==> config.mk <==
export PLATFORM = sky130hd
export DESIGN_NAME = atm_multi_account_ctrl
export DESIGN_NICKNAME = d
export VERILOG_FILES = /design/src/rtl/atm_pkg.sv /design/src/rtl/atm_account_db.sv /design/src/rtl/atm_multi_account_ctrl.sv
export SDC_FILE = /design/constraint.sdc
export NUM_CORES = 2
export LEC_CHECK = 0
export BUFFER_PORTS_ARGS = -buffer_cell sky130_fd_sc_hd__buf_4
export CAP_MARGIN = 20
export CORE_ASPECT_RATIO = 0.8
export CORE_MARGIN = 2
export CORE_UTILIZATION = 67
export CTS_BUF_LIST = sky130_fd_sc_hd__clkbuf_8
export DETAILED_ROUTE_END_ITERATION = 8
export HOLD_SLACK_MARGIN = 0.03
export PLACE_DENSITY_LB_ADDON = 0.25
export SLEW_MARGIN = 20
export SYNTH_ARGS = -nofsm -noshare
export SYNTH_HDL_FRONTEND = slang
export SYNTH_SLANG_ARGS = --single-unit
==> constraint.sdc <==
create_clock -name clk -period 123.2 [get_ports clk]
set_input_delay 12.32 -clock clk [delete_from_list [all_inputs] [get_ports clk]]
set_output_delay 12.32 -clock clk [all_outputs]
set_load 0.005 [all_outputs]
==> src/rtl/atm_pkg.sv <==
// Shared encodings for the multi-account ATM controller: operations, FSM states
// and response error codes.
package atm_pkg;

    typedef enum logic [2:0] {
        OP_BAL = 3'd3,
        OP_WD  = 3'd4,
        OP_DEP = 3'd5,
        OP_PIN = 3'd6
    } op_e;

    typedef enum logic [2:0] {
        ST_IDLE    = 3'd7,
        ST_CHK_ACC = 3'd1,
        ST_CHK_PIN = 3'd2,
        ST_EXEC    = 3'd3,
        ST_RESP    = 3'd4
    } state_e;

    typedef enum logic [2:0] {
        ERR_OK       = 3'd0,
        ERR_BAD_ACC  = 3'd1,
        ERR_BAD_PIN  = 3'd2,
        ERR_LOCKED   = 3'd3,
        ERR_INSUFF   = 3'd4,
        ERR_LIMIT    = 3'd5,
        ERR_OVERFLOW = 3'd6,
        ERR_BAD_OP   = 3'd7
    } err_e;

endpackage

==> src/rtl/atm_account_db.sv <==
// Per-account register file (PIN, balance, try counter, lock, daily withdrawal
// total) with one combinational read port, one whole-entry write port and a global total clear.
module atm_account_db #(
    parameter int ACC_W = 4,
    parameter int PIN_W = 16,
    parameter int BAL_W = 32,
    parameter int TRY_W = 2
) (
    input  logic             clk,
    input  logic             rst,
    input  logic             clr_wd,
    input  logic [ACC_W-1:0] rd_idx,
    output logic [PIN_W-1:0] rd_pin,
    output logic [BAL_W-1:0] rd_bal,
    output logic [TRY_W-1:0] rd_tries,
    output logic             rd_lock,
    output logic [BAL_W-1:0] rd_wd,
    input  logic             wr_en,
    input  logic [ACC_W-1:0] wr_idx,
    input  logic [PIN_W-1:0] wr_pin,
    input  logic [BAL_W-1:0] wr_bal,
    input  logic [TRY_W-1:0] wr_tries,
    input  logic             wr_lock,
    input  logic [BAL_W-1:0] wr_wd
);

    localparam int DEPTH = 2 ** ACC_W;

    logic [PIN_W-1:0] pin_q   [DEPTH];
    logic [PIN_W-1:0] pin_d   [DEPTH];
    logic [BAL_W-1:0] bal_q   [DEPTH];
    logic [BAL_W-1:0] bal_d   [DEPTH];
    logic [TRY_W-1:0] tries_q [DEPTH];
    logic [TRY_W-1:0] tries_d [DEPTH];
    logic             lock_q  [DEPTH];
    logic             lock_d  [DEPTH];
    logic [BAL_W-1:0] wd_q    [DEPTH];
    logic [BAL_W-1:0] wd_d    [DEPTH];

    assign rd_pin   = pin_q[rd_idx];
    assign rd_bal   = bal_q[rd_idx];
    assign rd_tries = tries_q[rd_idx];
    assign rd_lock  = lock_q[rd_idx];
    assign rd_wd    = wd_q[rd_idx];

    // The write port lands after the rollover clear so a same-cycle write wins.
    always_comb begin
        for (int i = 0; i < DEPTH; i++) begin
            pin_d[i]   = pin_q[i];
            bal_d[i]   = bal_q[i];
            tries_d[i] = tries_q[i];
            lock_d[i]  = lock_q[i];
            wd_d[i]    = clr_wd ? '0 : wd_q[i];
        end
        if (wr_en) begin
            pin_d[wr_idx]   = wr_pin;
            bal_d[wr_idx]   = wr_bal;
            tries_d[wr_idx] = wr_tries;
            lock_d[wr_idx]  = wr_lock;
            wd_d[wr_idx]    = wr_wd;
        end
    end

    always_ff @(posedge clk or posedge rst) begin
        if (rst) begin
            for (int i = 0; i < DEPTH; i++) begin
                pin_q[i]   <= '0;
                bal_q[i]   <= '0;
                tries_q[i] <= '0;
                lock_q[i]  <= 1'b0;
                wd_q[i]    <= '0;
            end
        end else begin
            pin_q   <= pin_d;
            bal_q   <= bal_d;
            tries_q <= tries_d;
            lock_q  <= lock_d;
            wd_q    <= wd_d;
        end
    end

endmodule

==> src/rtl/atm_multi_account_ctrl.sv <==
// Multi-account ATM transaction controller: valid/ready request intake, account and
// PIN checks, withdraw/deposit/PIN-change execution and a one-cycle response strobe.
module atm_multi_account_ctrl
    import atm_pkg::*;
#(
    parameter int NUM_ACC   = 10,
    parameter int ACC_W     = 4,
    parameter int PIN_W     = 16,
    parameter int BAL_W     = 32,
    parameter int MAX_TRIES = 3,
    parameter int WD_LIMIT  = 20000
) (
    input  logic             clk,
    input  logic             rst,
    input  logic             req_valid,
    output logic             req_ready,
    input  logic [2:0]       operation,
    input  logic [ACC_W-1:0] acc_num,
    input  logic [PIN_W-1:0] pin,
    input  logic [PIN_W-1:0] new_pin,
    input  logic [BAL_W-1:0] amount,
    input  logic             language,
    input  logic             day_rollover,
    input  logic             cfg_we,
    input  logic [ACC_W-1:0] cfg_acc,
    input  logic [PIN_W-1:0] cfg_pin,
    input  logic [BAL_W-1:0] cfg_bal,
    output logic             resp_valid,
    output logic             success,
    output logic [2:0]       err_code,
    output logic [BAL_W-1:0] balance,
    output logic             lang_out,
    output logic [2:0]       state
);

    localparam int               TRY_W      = $clog2(MAX_TRIES + 1);
    localparam logic [BAL_W:0]   WD_LIMIT_W = (BAL_W + 1)'(WD_LIMIT);
    localparam logic [ACC_W-1:0] MAX_ACC    = ACC_W'(NUM_ACC);

    function automatic logic acc_valid(input logic [ACC_W-1:0] a);
        return (a != '0) && (a <= MAX_ACC);
    endfunction

    state_e           state_q, state_d;
    logic             resp_valid_q, resp_valid_d;
    logic             success_q, success_d;
    logic [2:0]       err_q, err_d;
    logic [BAL_W-1:0] bal_out_q, bal_out_d;
    logic             lang_out_q, lang_out_d;

    logic [2:0]       op_q, op_d;
    logic [ACC_W-1:0] acc_q, acc_d;
    logic [PIN_W-1:0] pin_q, pin_d;
    logic [PIN_W-1:0] new_pin_q, new_pin_d;
    logic [BAL_W-1:0] amount_q, amount_d;
    logic             lang_q, lang_d;
    err_e             err_res_q, err_res_d;
    logic [BAL_W-1:0] bal_res_q, bal_res_d;

    logic [PIN_W-1:0] rd_pin;
    logic [BAL_W-1:0] rd_bal;
    logic [TRY_W-1:0] rd_tries;
    logic             rd_lock;
    logic [BAL_W-1:0] rd_wd;
    logic             wr_en;
    logic [ACC_W-1:0] wr_idx;
    logic [PIN_W-1:0] wr_pin;
    logic [BAL_W-1:0] wr_bal;
    logic [TRY_W-1:0] wr_tries;
    logic             wr_lock;
    logic [BAL_W-1:0] wr_wd;

    logic [BAL_W-1:0] wd_base;
    logic [BAL_W:0]   wd_sum;
    logic [BAL_W:0]   dep_sum;
    logic [TRY_W-1:0] tries_inc;

    atm_account_db #(
        .ACC_W (ACC_W),
        .PIN_W (PIN_W),
        .BAL_W (BAL_W),
        .TRY_W (TRY_W)
    ) u_db (
        .clk      (clk),
        .rst      (rst),
        .clr_wd   (day_rollover),
        .rd_idx   (acc_q),
        .rd_pin   (rd_pin),
        .rd_bal   (rd_bal),
        .rd_tries (rd_tries),
        .rd_lock  (rd_lock),
        .rd_wd    (rd_wd),
        .wr_en    (wr_en),
        .wr_idx   (wr_idx),
        .wr_pin   (wr_pin),
        .wr_bal   (wr_bal),
        .wr_tries (wr_tries),
        .wr_lock  (wr_lock),
        .wr_wd    (wr_wd)
    );

    assign req_ready  = (state_q == ST_IDLE) && !cfg_we;
    assign resp_valid = resp_valid_q;
    assign success    = success_q;
    assign err_code   = err_q;
    assign balance    = bal_out_q;
    assign lang_out   = lang_out_q;
    assign state      = state_q;

    always_comb begin
        state_d      = state_q;
        resp_valid_d = 1'b0;
        success_d    = success_q;
        err_d        = err_q;
        bal_out_d    = bal_out_q;
        lang_out_d   = lang_out_q;
        op_d         = op_q;
        acc_d        = acc_q;
        pin_d        = pin_q;
        new_pin_d    = new_pin_q;
        amount_d     = amount_q;
        lang_d       = lang_q;
        err_res_d    = err_res_q;
        bal_res_d    = bal_res_q;

        // A rollover in this cycle means the stored total is already stale.
        wd_base   = day_rollover ? '0 : rd_wd;
        wd_sum    = {1'b0, wd_base} + {1'b0, amount_q};
        dep_sum   = {1'b0, rd_bal} + {1'b0, amount_q};
        tries_inc = rd_tries + TRY_W'(1);

        wr_en    = 1'b0;
        wr_idx   = acc_q;
        wr_pin   = rd_pin;
        wr_bal   = rd_bal;
        wr_tries = rd_tries;
        wr_lock  = rd_lock;
        wr_wd    = wd_base;

        case (state_q)
            ST_IDLE: begin
                if (cfg_we) begin
                    if (acc_valid(cfg_acc)) begin
                        wr_en    = 1'b1;
                        wr_idx   = cfg_acc;
                        wr_pin   = cfg_pin;
                        wr_bal   = cfg_bal;
                        wr_tries = '0;
                        wr_lock  = 1'b0;
                        wr_wd    = '0;
                    end
                end else if (req_valid) begin
                    op_d      = operation;
                    acc_d     = acc_num;
                    pin_d     = pin;
                    new_pin_d = new_pin;
                    amount_d  = amount;
                    lang_d    = language;
                    err_res_d = ERR_OK;
                    bal_res_d = '0;
                    state_d   = ST_CHK_ACC;
                end
            end
            ST_CHK_ACC: begin
                state_d = ST_RESP;
                if (!acc_valid(acc_q)) begin
                    err_res_d = ERR_BAD_ACC;
                end else if (rd_lock) begin
                    err_res_d = ERR_LOCKED;
                end else if ((op_q < 3'd3) || (op_q > 3'd6)) begin
                    err_res_d = ERR_BAD_OP;
                end else begin
                    state_d = ST_CHK_PIN;
                end
            end
            ST_CHK_PIN: begin
                wr_en = 1'b1;
                if (pin_q != rd_pin) begin
                    wr_tries  = tries_inc;
                    wr_lock   = (tries_inc >= TRY_W'(MAX_TRIES));
                    err_res_d = ERR_BAD_PIN;
                    state_d   = ST_RESP;
                end else begin
                    wr_tries = '0;
                    state_d  = ST_EXEC;
                end
            end
            ST_EXEC: begin
                state_d   = ST_RESP;
                err_res_d = ERR_OK;
                bal_res_d = rd_bal;
                case (op_q)
                    OP_WD: begin
                        if (amount_q > rd_bal) begin
                            err_res_d = ERR_INSUFF;
                        end else if (wd_sum > WD_LIMIT_W) begin
                            err_res_d = ERR_LIMIT;
                        end else begin
                            wr_en     = 1'b1;
                            wr_bal    = rd_bal - amount_q;
                            wr_wd     = wd_sum[BAL_W] ? '1 : wd_sum[BAL_W-1:0];
                            bal_res_d = rd_bal - amount_q;
                        end
                    end
                    OP_DEP: begin
                        if (dep_sum[BAL_W]) begin
                            err_res_d = ERR_OVERFLOW;
                        end else begin
                            wr_en     = 1'b1;
                            wr_bal    = dep_sum[BAL_W-1:0];
                            bal_res_d = dep_sum[BAL_W-1:0];
                        end
                    end
                    OP_PIN: begin
                        if (new_pin_q == rd_pin) begin
                            err_res_d = ERR_BAD_OP;
                        end else begin
                            wr_en  = 1'b1;
                            wr_pin = new_pin_q;
                        end
                    end
                    default: ;
                endcase
            end
            ST_RESP: begin
                resp_valid_d = 1'b1;
                success_d    = (err_res_q == ERR_OK);
                err_d        = err_res_q;
                bal_out_d    = (err_res_q == ERR_OK) ? bal_res_q : '0;
                lang_out_d   = lang_q;
                state_d      = ST_IDLE;
            end
            default: state_d = ST_IDLE;
        endcase
    end

    always_ff @(posedge clk or posedge rst) begin
        if (rst) begin
            state_q      <= ST_IDLE;
            resp_valid_q <= 1'b0;
            success_q    <= 1'b0;
            err_q        <= '0;
            bal_out_q    <= '0;
            lang_out_q   <= 1'b0;
        end else begin
            state_q      <= state_d;
            resp_valid_q <= resp_valid_d;
            success_q    <= success_d;
            err_q        <= err_d;
            bal_out_q    <= bal_out_d;
            lang_out_q   <= lang_out_d;
        end
    end

    // Request holding registers; only meaningful once a request is accepted.
    always_ff @(posedge clk) begin
        op_q      <= op_d;
        acc_q     <= acc_d;
        pin_q     <= pin_d;
        new_pin_q <= new_pin_d;
        amount_q  <= amount_d;
        lang_q    <= lang_d;
        err_res_q <= err_res_d;
        bal_res_q <= bal_res_d;
    end

endmodule

==> results.sh <==
export IMPL_synth_async_sr_flop_share_pct=92.8
export IMPL_synth_area_top_cells="sky130_fd_sc_hd__dfrtp_1, sky130_fd_sc_hd__mux4_2, sky130_fd_sc_hd__o21ai_0"
export IMPL_grt_pass1_wl_um=327000
export IMPL_cp_slowest_cell="sky130_fd_sc_hd__nor3_1"
export IMPL_post_route_period_util_pct=20.4
export IMPL_cellLeakagePower_nw=34.4
export IMPL_status="finished clean"
export IMPL_critical_path_endpoint_type="output port"
export IMPL_syn_num_nets=6828
export IMPL_core_rowCount=108
export IMPL_sequential_to_total_area_share_from_yosys_stat_pct=50.7
export IMPL_register_bit_total_from_synthesis=1476
export IMPL_first_global_vias=54586
export IMPL_worst_skew_pair_late_latency_ns=0.99
export IMPL_synth_cell_types=106
export IMPL_cts_buffers_inserted=218
export IMPL_yosysTopAreaCell="sky130_fd_sc_hd__dfrtp_1"
export IMPL_yosys_warnings=0
export IMPL_clkSlewWorstSetupHoldPaths_ns=0.06
export IMPL_met3WireLength_um=22700
export IMPL_worstPathRequired_ns=110.88
export IMPL_die_width_um=375
export IMPL_total_half_perimeter_wirelength_after_legalization_and_detailed_placement_um=127000
export IMPL_avgSynthCellArea_um2=11.2
export IMPL_hold_violations=0
export IMPL_post_synth_instance_area_mm2=0.0738
export IMPL_yosysTopAreaCellShare_pct=46.3
export IMPL_detailed_router_iteration_count_before_antenna_repair=7
export IMPL_initial_utilization_pct=67.8
export IMPL_nFillCells=7359
export IMPL_syn_to_final_growth_pct=8.00
export IMPL_die_area_mm2=0.113
export IMPL_wire_per_inst_um=26.3
export IMPL_buffer_ports_inserted=170
export IMPL_wl_met1_um=87200
export IMPL_power_density_mw_per_mm2=14.4
export IMPL_rsz0062_at_grt="no"
export IMPL_grt_antenna_before_repair=5
export IMPL_finalClockSkew_ns=0.0579
export IMPL_postRouteWirelength_um=213000
export IMPL_gp_congestion=0.992
export IMPL_criticalPathCategory="input pin to output port"
export IMPL_cp_data_arrival_time_ns=12.87
export IMPL_critical_hold_path_startpoint="bal_res_q[3]"
export IMPL_clock_sinks=1476
export IMPL_final_critical_period_ns=25.19
export IMPL_number_of_setup_violations_in_the_final_report=0
export IMPL_placed_cell_area_mm2=0.0751
export IMPL_path_buf_inv=2
export IMPL_tritoncts_clock_tree="built"
export IMPL_postRouteAntennaNets=0
export IMPL_max_stage_delay_ns=0.25
export IMPL_post_cts_setup_buffer_count=0
export IMPL_grt_max_degree=149
export IMPL_synthesis_instances=6598
export IMPL_holdBufCountCts=0
export IMPL_boundaryPins=171
export IMPL_final_nets=6714
export IMPL_max_cap_violations=0
export IMPL_worstHoldPathType="register to register"
export IMPL_topRoutingLayerUsed="met5"
export IMPL_setup_worst_path_start="cfg_we"
export IMPL_worstReg2RegStart="acc_q[0]"
export IMPL_worst_slew_pin_slew_ns=1.19
export IMPL_fin_tns_setup_ns=0
export IMPL_viasPerCell=6.82
export IMPL_irDropWorstVdd_v=0.0000112
export IMPL_grt_overflow=0
export IMPL_postLayoutCellArea_mm2=0.0798
export IMPL_max_slew_margin_rel_pct=20.5
export IMPL_startpoint_type="input pin"
export IMPL_cts_resized=0
export IMPL_vias=55299
export IMPL_fmaxAchievable_mhz=39.7
export IMPL_crit_path_cell_trace="buf_4 > nor3_1 > buf_4"
export IMPL_critical_path_max_fanout=5
export IMPL_h_tree_levels=4
export IMPL_ctsLongestPathBuffers=3
export IMPL_critical_path_top_delay_family="buffers and inverters"
export IMPL_initialDrtViolationCount=7001
export IMPL_number_of_enable_type_register_cells_in_the_synthesized_netlist=107
export IMPL_remaining_drc_errors=0
export IMPL_final_max_slew_violation_count=0
export IMPL_postSynth_topFlopCell="sky130_fd_sc_hd__dfrtp_1"
export IMPL_cpMostUsedCell="sky130_fd_sc_hd__buf_4"
export IMPL_met2_wirelength_um=95400
export IMPL_chipHeight_um=301
export IMPL_grt_use_total_pct=38.2
export IMPL_core_mm2=0.109
export IMPL_clock_tree_root_cell="sky130_fd_sc_hd__clkbuf_8"
export IMPL_fraction_of_final_layout_cells_sized_beyond_drive_strength_1_pct=18.4
cells by family after synthesis:
kind of cell | Yosys count | share of synthesized area [%]
AO/OA/AOI/OAI | 1853 | 14.6
AND/OR/NAND/NOR | 1841 | 13.1
flip-flops | 1476 | 50.7
buffers and inverters | 696 | 4.24
multiplexers | 558 | 14.7
adder cells (fa/ha/maj) | 101 | 1.74
XOR/XNOR | 73 | 0.866
sequential cells by signal, summed over array words and instances (netlist names):
name,cells
new_pin_q,16
success,1
amount_q,32
balance,32
state,3
lang_q,1
u_db.bal_q,512
err_code,3
u_db.wd_q,512
bal_res_q,32
err_res_q,3
resp_valid,1
lang_out,1
u_db.tries_q,32
acc_q,4
u_db.lock_q,16
pin_q,16
u_db.pin_q,256
op_q,3
routing by layer:
metal,up-vias,global-route usage (%)
li1,23810,-
met1,27986,55.4
met2,2996,56.6
met3,503,9.15
met4,4,15.1
met5,-,0
layout by cell type, fill, tap and decap left out, drive strengths merged, types with 14 or more instances in the layout:
| cell | Yosys | final |
|---|---|---|
| nand2b | 26 | 26 |
| o31ai | 19 | 19 |
| dfrtp | 1366 | 1366 |
| a21oi | 232 | 232 |
| nand2 | 802 | 802 |
| a22o | 69 | 69 |
| clkinv | 1 | 43 |
| nor2b | 46 | 46 |
| or3 | 16 | 16 |
| o21ai | 1224 | 1224 |
| a21o | 28 | 28 |
| clkbuf | 358 | 287 |
| nor3 | 45 | 45 |
| nand3 | 42 | 42 |
| a31oi | 17 | 17 |
| o211ai | 19 | 19 |
| a211oi | 30 | 30 |
| mux2 | 117 | 117 |
| a22oi | 21 | 21 |
| or2 | 24 | 24 |
| buf | 253 | 270 |
| mux4 | 400 | 400 |
| nor2 | 217 | 217 |
| mux2i | 41 | 41 |
| o21bai | 14 | 14 |
| o21a | 21 | 21 |
| nand4 | 22 | 22 |
| edfxtp | 107 | 107 |
| and2 | 38 | 38 |
| ha | 98 | 98 |
| inv | 84 | 164 |
| nand3b | 519 | 519 |
| xnor2 | 41 | 41 |
| o22ai | 29 | 29 |
| xor2 | 32 | 32 |
cells in the mapped netlist, types with 12 or more instances:
cell	number
sky130_fd_sc_hd__and3_1	12
sky130_fd_sc_hd__o21a_1	21
sky130_fd_sc_hd__or3_1	15
sky130_fd_sc_hd__nor2b_1	46
sky130_fd_sc_hd__a21oi_2	14
sky130_fd_sc_hd__mux2_2	78
sky130_fd_sc_hd__buf_1	32
sky130_fd_sc_hd__a22o_1	69
sky130_fd_sc_hd__buf_6	29
sky130_fd_sc_hd__nand2b_1	26
sky130_fd_sc_hd__xnor2_1	41
sky130_fd_sc_hd__a31oi_1	17
sky130_fd_sc_hd__buf_4	20
sky130_fd_sc_hd__edfxtp_1	107
sky130_fd_sc_hd__a211oi_1	27
sky130_fd_sc_hd__mux2_4	30
sky130_fd_sc_hd__o21ai_0	1209
sky130_fd_sc_hd__inv_1	83
sky130_fd_sc_hd__a222oi_1	12
sky130_fd_sc_hd__a21oi_1	216
sky130_fd_sc_hd__a21o_1	28
sky130_fd_sc_hd__ha_1	98
sky130_fd_sc_hd__clkbuf_1	351
sky130_fd_sc_hd__mux4_2	400
sky130_fd_sc_hd__mux2i_1	41
sky130_fd_sc_hd__nand2_1	791
sky130_fd_sc_hd__xor2_1	32
sky130_fd_sc_hd__nor2_1	214
sky130_fd_sc_hd__nand3b_1	519
sky130_fd_sc_hd__o21ai_1	14
sky130_fd_sc_hd__or2_2	23
sky130_fd_sc_hd__nor3_1	42
sky130_fd_sc_hd__o21bai_1	14
sky130_fd_sc_hd__o22ai_1	29
sky130_fd_sc_hd__o211ai_1	19
sky130_fd_sc_hd__a22oi_1	21
sky130_fd_sc_hd__buf_2	172
sky130_fd_sc_hd__dfrtp_1	1366
sky130_fd_sc_hd__nand3_1	42
sky130_fd_sc_hd__and2_1	31
sky130_fd_sc_hd__nand4_1	21
final timing paths:
check | to | slack, ns | cells past startpoint
worst max-delay path | req_ready | 98.01 | 3
worst max register to register | u_db.wd_q[102] | 112.29 | 21
worst min-delay path | balance[3] | 0.46 | 1
max in group asynchronous | u_db.bal_q[440] | 106.46 | 9
min in group asynchronous | u_db.pin_q[253] | 11.48 | 2
worst min register to register | balance[3] | 0.46 | 1
area by class of cell:
| cell class | count | area (µm²) | area share, % |
|---|---|---|---|
| Inverter | 85 | 332 | 0.416 |
| Sequential cell | 1476 | 37500 | 47.0 |
| Tap cell | 1430 | 1790 | 2.24 |
| Antenna cell | 5 | 12.5 | 0.0157 |
| Clock inverter | 125 | 641 | 0.803 |
| Clock buffer | 280 | 3850 | 4.83 |
| Timing Repair Buffer | 277 | 2160 | 2.71 |
| Multi-Input combinational cell | 4426 | 33500 | 42.0 |
worst register-to-register path, delay by kind of cell (launching register included):
kind,cells,cell delay (ns)
mux,2,1.25
fa+ha+maj,1,0.51
simple gates,3,1.43
compound gates,8,2.64
flops,1,0.38
buf+inv,7,4.54
where the power goes:
part / total [mW] / switching, mW / leakage [nW] / internal (mW)
Clock: 0.405 / 0.197 / 2.59 / 0.207
Combinational: 0.200 / 0.126 / 11.8 / 0.0747
Sequential: 0.546 / 0.0223 / 20.0 / 0.524
Total: 1.15 / 0.345 / 34.4 / 0.806
through the flow:
step                hold WS [ns]  util [%]  power (mW)  std cells  worst slack (ns)
detailed placement         0.450      69.0       0.750       7686             98.02
finish                     0.459      73.2        1.15       8104             98.01
global route               0.471      73.2        1.19       8103             97.99
global placement           0.445      69.0       0.743       7686             98.02
floorplan                  0.415         -       0.683       6598             72.29
CTS                        0.447      73.1        1.15       8091             98.02
Note: power is estimated with default switching activity, not from simulation.
